**src/rtl/inj_scan_ctrl_if.sv**
```systemverilog
// Bus between the config bank / front end and the injection scan sequencer.
// Master drives the scan controls and COMP; slave (the sequencer) drives pulse and status.
interface inj_scan_ctrl_if #(
    parameter int CNT_W  = 8,
    parameter int TIME_W = 16
);
    logic              start;
    logic              abort;
    logic [CNT_W-1:0]  num_inj;
    logic [TIME_W-1:0] inj_width;
    logic [TIME_W-1:0] inj_period;
    logic              comp;
    logic              inj_out;
    logic              busy;
    logic              done;
    logic              hit;
    logic [CNT_W-1:0]  hit_cnt;

    modport master (
        output start, abort, num_inj, inj_width, inj_period, comp,
        input  inj_out, busy, done, hit, hit_cnt
    );

    modport slave (
        input  start, abort, num_inj, inj_width, inj_period, comp,
        output inj_out, busy, done, hit, hit_cnt
    );
endinterface

```
**src/rtl/inj_scan_ctrl.sv**
```systemverilog
// Injection pulse train sequencer with synchronized comparator hit counting per window.
// Outputs are registered: INJ_OUT rises the cycle after START; ABORT takes effect next cycle.
module inj_scan_ctrl #(
    parameter int CNT_W       = 8,
    parameter int TIME_W      = 16,
    parameter int SYNC_STAGES = 2
) (
    input  logic          clk,
    input  logic          rst_b,
    inj_scan_ctrl_if.slave bus
);
    typedef enum logic [1:0] {IDLE, HIGH, LOW, FINISH} state_t;

    state_t                 state;
    logic [SYNC_STAGES-1:0] sync;
    logic                   comp_prev;
    logic                   comp_rise;
    logic                   hit_flag;
    logic [TIME_W-1:0]      wh_q;
    logic [TIME_W-1:0]      wl_q;
    logic [TIME_W-1:0]      tcnt;
    logic [CNT_W-1:0]       rem;
    logic [TIME_W-1:0]      wh_in;
    logic [TIME_W-1:0]      wl_in;
    logic                   inj_q;
    logic                   busy_q;
    logic                   done_q;
    logic                   hit_q;
    logic [CNT_W-1:0]       hit_cnt_q;

    always_comb begin
        wh_in = (bus.inj_width == '0) ? TIME_W'(1) : bus.inj_width;
        wl_in = (bus.inj_period > wh_in) ? (bus.inj_period - wh_in) : TIME_W'(1);
    end

    assign comp_rise = sync[SYNC_STAGES-1] & ~comp_prev;

    always_ff @(posedge clk or negedge rst_b) begin
        if (!rst_b) begin
            sync      <= '0;
            comp_prev <= 1'b0;
        end else begin
            sync      <= {sync[SYNC_STAGES-2:0], bus.comp};
            comp_prev <= sync[SYNC_STAGES-1];
        end
    end

    always_ff @(posedge clk or negedge rst_b) begin
        if (!rst_b) begin
            state     <= IDLE;
            hit_flag  <= 1'b0;
            wh_q      <= TIME_W'(1);
            wl_q      <= TIME_W'(1);
            tcnt      <= '0;
            rem       <= '0;
            inj_q     <= 1'b0;
            busy_q    <= 1'b0;
            done_q    <= 1'b0;
            hit_q     <= 1'b0;
            hit_cnt_q <= '0;
        end else begin
            done_q <= 1'b0;
            hit_q  <= 1'b0;
            if (bus.abort) begin
                // Partial count is kept; the open window is dropped.
                state    <= IDLE;
                inj_q    <= 1'b0;
                busy_q   <= 1'b0;
                hit_flag <= 1'b0;
            end else begin
                unique case (state)
                    IDLE: begin
                        if (bus.start) begin
                            wh_q      <= wh_in;
                            wl_q      <= wl_in;
                            rem       <= bus.num_inj;
                            tcnt      <= wh_in - TIME_W'(1);
                            hit_cnt_q <= '0;
                            hit_flag  <= 1'b0;
                            if (bus.num_inj != '0) begin
                                state  <= HIGH;
                                inj_q  <= 1'b1;
                                busy_q <= 1'b1;
                            end else begin
                                state  <= FINISH;
                                done_q <= 1'b1;
                            end
                        end
                    end
                    HIGH: begin
                        if (comp_rise) hit_flag <= 1'b1;
                        if (tcnt == '0) begin
                            state <= LOW;
                            inj_q <= 1'b0;
                            tcnt  <= wl_q - TIME_W'(1);
                        end else begin
                            tcnt <= tcnt - TIME_W'(1);
                        end
                    end
                    LOW: begin
                        if (tcnt == '0) begin
                            // An edge on the closing cycle still belongs to this window.
                            hit_flag <= 1'b0;
                            if (hit_flag | comp_rise) begin
                                hit_q     <= 1'b1;
                                hit_cnt_q <= hit_cnt_q + CNT_W'(1);
                            end
                            rem <= rem - CNT_W'(1);
                            if (rem == CNT_W'(1)) begin
                                state  <= FINISH;
                                busy_q <= 1'b0;
                                done_q <= 1'b1;
                            end else begin
                                state <= HIGH;
                                inj_q <= 1'b1;
                                tcnt  <= wh_q - TIME_W'(1);
                            end
                        end else begin
                            if (comp_rise) hit_flag <= 1'b1;
                            tcnt <= tcnt - TIME_W'(1);
                        end
                    end
                    FINISH: state <= IDLE;
                    default: state <= IDLE;
                endcase
            end
        end
    end

    assign bus.inj_out = inj_q;
    assign bus.busy    = busy_q;
    assign bus.done    = done_q;
    assign bus.hit     = hit_q;
    assign bus.hit_cnt = hit_cnt_q;
endmodule

```
**src/flat_wrapper.sv**
```systemverilog
// flat-port wrapper written by rule: the top's interface ports become plain ports
module inj_scan_ctrl_flat 
#(
    parameter int CNT_W       = 8,
    parameter int TIME_W      = 16,
    parameter int SYNC_STAGES = 2
)
  (clk, rst_b, bus_start, bus_abort, bus_num_inj, bus_inj_width, bus_inj_period, bus_comp, bus_inj_out, bus_busy, bus_done, bus_hit, bus_hit_cnt);
  inj_scan_ctrl_if #(.CNT_W(CNT_W), .TIME_W(TIME_W)) bus_i ();
  input  logic clk;
  input  logic rst_b;
  input wire logic [$bits(bus_i.start)-1:0] bus_start;
  input wire logic [$bits(bus_i.abort)-1:0] bus_abort;
  input wire logic [$bits(bus_i.num_inj)-1:0] bus_num_inj;
  input wire logic [$bits(bus_i.inj_width)-1:0] bus_inj_width;
  input wire logic [$bits(bus_i.inj_period)-1:0] bus_inj_period;
  input wire logic [$bits(bus_i.comp)-1:0] bus_comp;
  output wire logic [$bits(bus_i.inj_out)-1:0] bus_inj_out;
  output wire logic [$bits(bus_i.busy)-1:0] bus_busy;
  output wire logic [$bits(bus_i.done)-1:0] bus_done;
  output wire logic [$bits(bus_i.hit)-1:0] bus_hit;
  output wire logic [$bits(bus_i.hit_cnt)-1:0] bus_hit_cnt;
  assign bus_i.start = bus_start;
  assign bus_i.abort = bus_abort;
  assign bus_i.num_inj = bus_num_inj;
  assign bus_i.inj_width = bus_inj_width;
  assign bus_i.inj_period = bus_inj_period;
  assign bus_i.comp = bus_comp;
  assign bus_inj_out = bus_i.inj_out;
  assign bus_busy = bus_i.busy;
  assign bus_done = bus_i.done;
  assign bus_hit = bus_i.hit;
  assign bus_hit_cnt = bus_i.hit_cnt;
  inj_scan_ctrl #(.CNT_W(CNT_W), .TIME_W(TIME_W), .SYNC_STAGES(SYNC_STAGES)) u_core (.clk(clk), .rst_b(rst_b), .bus(bus_i));
endmodule
```
**config.mk**
```make
export PLATFORM = sky130hd
export DESIGN_NAME = inj_scan_ctrl_flat
export DESIGN_NICKNAME = d
export VERILOG_FILES = /design/src/rtl/inj_scan_ctrl_if.sv /design/src/rtl/inj_scan_ctrl.sv /design/src/flat_wrapper.sv
export SDC_FILE = /design/constraint.sdc
export NUM_CORES = 1
export LEC_CHECK = 0
export BUFFER_PORTS_ARGS = -buffer_cell sky130_fd_sc_hd__buf_2
export CAP_MARGIN = 30
export CORE_MARGIN = 10
export CORE_UTILIZATION = 38
export CTS_BUF_LIST = sky130_fd_sc_hd__clkbuf_8
export DETAILED_ROUTE_END_ITERATION = 10
export SLEW_MARGIN = 30
export SYNTH_ARGS = -nofsm -noshare
export SYNTH_HDL_FRONTEND = slang
export SYNTH_SLANG_ARGS = --single-unit
```
**constraint.sdc**
```tcl
create_clock -name clk -period 3.7 [get_ports clk]
set_clock_uncertainty 0.05 [all_clocks]
set_input_delay 0.555 -clock clk [delete_from_list [all_inputs] [get_ports clk]]
set_output_delay 0.555 -clock clk [all_outputs]
set_load 0.01 [all_outputs]
```
=== Word-level counts from Yosys, hierarchy flattened ===
Cells that the tools add are included.

* Register bits after elaboration: 74
* Input bits: 45
* Output and inout port bits: 12
* Word-level logic and storage cells: 102

* $add $sub $neg: 7
* $lt $le $gt $ge: 1
* Equality and inequality tests: 14
* Multiplexer cells: 47
* Bitwise gates (word level): 4
* Reductions and logical operators: 16

{| class="wikitable"
|+ Operators with widths
! kind !! count
|-
| two-way mux 16 bit || 6
|-
| subtractor 16 x 1 -> 16 bit, second input constant || 4
|-
| one-hot mux 16 bit (3 select lines) || 1
|-
| two-way mux 8 bit || 5
|-
| logical NOT 16 bit || 2
|-
| one-hot mux 8 bit (2 select lines) || 2
|-
| two-way mux 1 bit || 22
|-
| greater-than comparator 16 bit || 1
|-
| subtractor 16 bit || 1
|-
| two-way mux 2 bit || 6
|-
| != test 3 x 2 -> 1 bit, second input constant || 4
|-
| AND reduction 5 bit || 2
|-
| != test 3 bit, second input constant || 3
|-
| adder 8 x 1 -> 8 bit, second input constant || 1
|-
| equality test 8 x 1 -> 1 bit, second input constant || 1
|-
| one-hot mux 2 bit (4 select lines) || 1
|-
| AND reduction 4 bit || 2
|-
| nonzero test 8 bit || 1
|-
| subtractor 8 x 1 -> 8 bit, second input constant || 1
|-
| one-hot mux 1 bit (3 select lines) || 2
|-
| AND reduction 3 bit || 2
|-
| AND reduction 6 bit || 1
|-
| nonzero test 3 bit || 2
|-
| equality test 2 bit, second input constant || 2
|-
| other kinds (11) || 14
|}

=== Logic depth before layout (Yosys ltp) ===
* Depth in word-level cells: 7
* Mapped depth: 15
* Gate-level depth less buffers: 13

=== Worst setup path after synthesis ===
OpenSTA, ideal clock, no wires.

* Kind: input port to flip-flop
* Start point: input bus_inj_width[11]
* End point: register u_core.wl_q[5]
* Library setup time: 0.121 ns
* Arrival: 3.555 ns
* Data required time: 3.529 ns
* Setup slack: -0.026 ns
* Stages on the path: 14
* Buffers on the path: 1
* Cells stage by stage: or4_1 nor4_1 a31oi_1 inv_1 ha_1 inv_1 fa_1 a32oi_1 nand3_1 nand2_1 or3_1 a211oi_2 clkbuf_1 a22o_1

* Word-level cells in the longest chain between the ends: 4
* Elaborated cells between the ends (all ways): 5
* Those cells by class: add/sub: 1; order compare: 1; mux: 2; reduce/logical: 1

{| class="wikitable"
|+ Ends and longest elaborated chain
! what !! RTL line !! text
|-
| start, declared || flat_wrapper.sv:15 || <nowiki>input wire logic [$bits(bus_i.inj_width)-1:0] bus_inj_width;</nowiki>
|-
| logical NOT 16 bit (*) || inj_scan_ctrl.sv:32 || <nowiki>wh_in = (bus.inj_width == '0) ? TIME_W'(1) : bus.inj_width;</nowiki>
|-
| two-way mux 16 bit (*) || inj_scan_ctrl.sv:32 ||
|-
| via u_core.wh_in[0] || inj_scan_ctrl.sv:23 || <nowiki>logic [TIME_W-1:0] wh_in;</nowiki>
|-
| subtractor 16 bit or greater-than comparator 16 bit (tied branches) || inj_scan_ctrl.sv:33 || <nowiki>wl_in = (bus.inj_period > wh_in) ? (bus.inj_period - wh_in) : TIME_W'(1);</nowiki>
|-
| two-way mux 16 bit (*) || inj_scan_ctrl.sv:33 ||
|-
| end signal, assigned || inj_scan_ctrl.sv:75 || <nowiki>wl_q <= wl_in;</nowiki>
|-
| end, declared || inj_scan_ctrl.sv:20 || <nowiki>logic [TIME_W-1:0] wl_q;</nowiki>
|}

The timed path passes the listed nets; every way through them passes the cells marked *.
A chain may end at the register's enable or synchronous reset.

=== Worst setup path in the final report ===
* Start point: input bus_inj_width[11]
* End point: register u_core.wl_q[3]

Same word-level chain as after synthesis.

==> out/results.ini <==
[status]
status=completed

[layout]
seqCellArea_um2=1850
num_antenna_cells=0
finalNetCount=831
syn2layout_area_growth_pct=13.0
fillerInstances=1546
multi_input_area_um2=3670
drive_gt1_share_pct=14.7

[clocking]
cts_buffers=9
cts.sinks=74
htreeDepth=3
cts_tree=yes
cts_root_buf=clkbuf_8
insertion_delay_ns=0.38
cts-resized-gates=0
cts_setup_buffers=0
cts_buffer_depth=2
cts-hold-fix-buffers=0
clk_pin_slew_ns=0.08

[power_and_ir_drop]
p_sw_mw=2.10
powerDensity_nw_per_um2=681
swShare_pct=47.2
vdd.ir_drop.worst_mv=0.251
pwr-share-comb_pct=49.8
p_clk_share_pct=15.0
pwr-share-seq_pct=35.2
p_leak_nw=2.75
p_int_mw=2.36

[route]
wire_per_inst_um=18.8
drc=0
routed.top_layer=met4
met2WireLength_um=8170
drt_iter0_drc=434
vias_per_cell=5.84
ant_nets=0
vias=5535
wl_met1_um=8150
dr_wl_met3_um=1150
routed_wl_um=17800
first_pass_iters=5

[floorplan]
die_w_um=143
core_um2=15100
die-area_um2=20600
die_h_um=143
start_util_pct=38.4
ios=57
row_count=45

[sta]
hold_violations=0
max_freq_mhz=312
finalSetupTns_ns=0
rsz0062_at_grt=false
maxSlewViolCount=0
worst_slew_pin_slew_ns=0.748
fin_crit_ns=3.20
whs_ns=0.144
finalSetupViolations=0
slew_headroom_pct=49.4
fin_crit_sh_pct=86.6

[worst_setup_path]
cp.required_ns=3.93
critPathMostFrequentCell=inv_1
slowest_delay_ns=0.57
crit_path_end_kind=flip-flop
critPathArrivalTime_ns=3.43
critPathBufInv=3
cp-start-kind=input port
crit_family=simple AND/OR/NAND/NOR gates
path_max_fanout=16
worst_path_max_delay_cell=or4_1
worstSetupPathType=in2reg
path_cells=buf_2 -> or4_1 -> nor4_2 -> a31oi_1 -> inv_1 -> ha_1 -> inv_1 -> fa_1 -> a32oi_1 -> nand3_1 -> nand2_1 -> or3_1 -> a211oi_4 -> a32o_1

[global_route]
grt_usage_pct=17.8
antenna_found_initial=0
grt_max_degree=75
overflow=0
grt_pass1_wl_um=29400
first_global_vias=5535

[logic_synthesis]
syn_area_um2=5790
synth_area_leaders=dfrtp_1 (31%), ha_1 (6.5%), xnor2_1 (5.9%)
yosys.area.top_type_share_pct=31.1
ys_ff_latch=74
syn_area_per_cell_um2=8.28
async_reset_ff_share_pct=100
postSynthCellCount=699
yosysTopAreaCell=dfrtp_1
synth_common_cells=dfrtp_1 (72), nand2_1 (63), nor2_1 (58)
synth_edf_count=0
synth_ff_type=dfrtp_1
ys_seq_area_share_pct=32.0
synthMostInstantiatedCell=dfrtp_1
synth.distinct_cells=69
synthesis.nets=775
ys.warnings.count=0

[placed_design]
post-dp-hpwl_um=13800
gp_congestion=0.905
place.port_buffers=56

[worst_hold_path]
hold_class=in2async

[flow_run]
drv_cap=0

[power groups by stage]
stage,Clock [mW],Sequential [mW],Combinational (mW)
floorplan,0,1.42,1.68
global placement,0,1.55,2.15
detailed placement,0,1.57,2.18
CTS,0.688,1.56,2.19
global route,0.724,1.62,2.47
finish,0.667,1.57,2.22
[worst register-to-register path, cell delays in order (launching register included)]
cell and delay, ns:
dfrtp_1 0.45, or4_1 0.73, nor4_4 0.58, and4b_1 0.55, nand2_1 0.11, a211oi_1 0.40, o31ai_1 0.11
[sequential cells by signal (all words and copies together), names as in the netlist, 2 cells and up]
| name | count |
|---|---|
| u_core.bus.hit_cnt | 8 |
| u_core.state | 2 |
| u_core.wl_q | 16 |
| u_core.sync | 2 |
| u_core.rem | 8 |
| u_core.tcnt | 16 |
| u_core.wh_q | 16 |
[metrics by stage]
stage / area, um2 / setup WS, ns / cells / total power [mW] / util (%)
after CTS: 6530 / 0.447 / 948 / 4.44 / 43.3
after global routing: 6540 / 0.294 / 948 / 4.82 / 43.4
after detailed placement: 6330 / 0.0368 / 932 / 3.75 / 41.9
after global placement: 6320 / 0.0864 / 932 / 3.70 / 41.9
after floorplan: 5800 / 0.147 / 699 / 3.09 / -
final: 6540 / 0.496 / 948 / 4.46 / 43.4
[metal layers]
metal / GRT usage (%) / vias up
li1: - / 2696
met1: 23.0 / 2640
met2: 28.9 / 176
met3: 4.59 / 23
met4: 4.89 / 0
met5: 0 / -
[worst paths after layout]
check / start / endpoint / cells after the start / slack (ns)
max in group asynchronous: rst_b / u_core.wh_q[10]$_DFFE_PN0P_ / 1 / 2.98
min: rst_b / u_core.bus.done$_DFF_PN0_ / 1 / 0.14
min reg2reg: u_core.sync[0]$_DFF_PN0_ / u_core.sync[1]$_DFF_PN0_ / 0 / 0.30
max reg2reg: u_core.tcnt[3]$_DFFE_PN0P_ / u_core.tcnt[12]$_DFFE_PN0P_ / 6 / 0.60
max: bus_inj_width[11] / u_core.wl_q[3]$_DFFE_PN0P_ / 14 / 0.50
min in group clk: bus_comp / u_core.sync[0]$_DFF_PN0_ / 1 / 0.22
[logic make-up (layout without fill, tap and decap cells)]
logic type / after synthesis / count (layout) / share of synthesized area, %
XOR/XNOR: 50 / 50 / 7.56
multiplexers: 12 / 12 / 2.12
buffers and inverters: 68 / 129 / 4.95
adder cells (fa/ha/maj): 31 / 31 / 6.83
AO/OA/AOI/OAI: 199 / 199 / 22.7
AND/OR/NAND/NOR: 265 / 265 / 23.9
flip-flops: 74 / 74 / 32.0
[area by class of cell]
| cell class | count | share of cell area, % |
|---|---|---|
| well taps | 188 | 3.59 |
| inverters | 35 | 2.01 |
| clock buffers | 10 | 2.10 |
| repair buffers | 78 | 6.90 |
| clock inverters | 6 | 1.01 |
| flip-flops and latches | 74 | 28.3 |
| multi-input cells | 557 | 56.0 |
[placed cells by master, fill, tap and decap left out, drive strengths merged, types with 4 or more instances in the layout]
cell    Yosys  routed
or3         9       9
xor2       11      11
xnor2      39      39
a21oi      38      38
a211oi      8       8
nor4       27      27
nor3       27      27
o22ai       7       7
or4         7       7
mux2i      10      10
o31ai       6       6
o21a        4       4
nor3b       6       6
buf         9      78
nand3      19      19
ha         30      30
inv        33      33
a22oi      12      12
nor4b       5       5
nand2b      4       4
dfrtp      72      72
a21o        8       8
o21ai      59      59
a22o       22      22
nand4      13      13
a31oi       6       6
nand2      64      64
nor2b       7       7
clkinv      2       4
clkbuf     24      10
nor2       58      58
No activity file was read; power rests on OpenSTA's default activity.
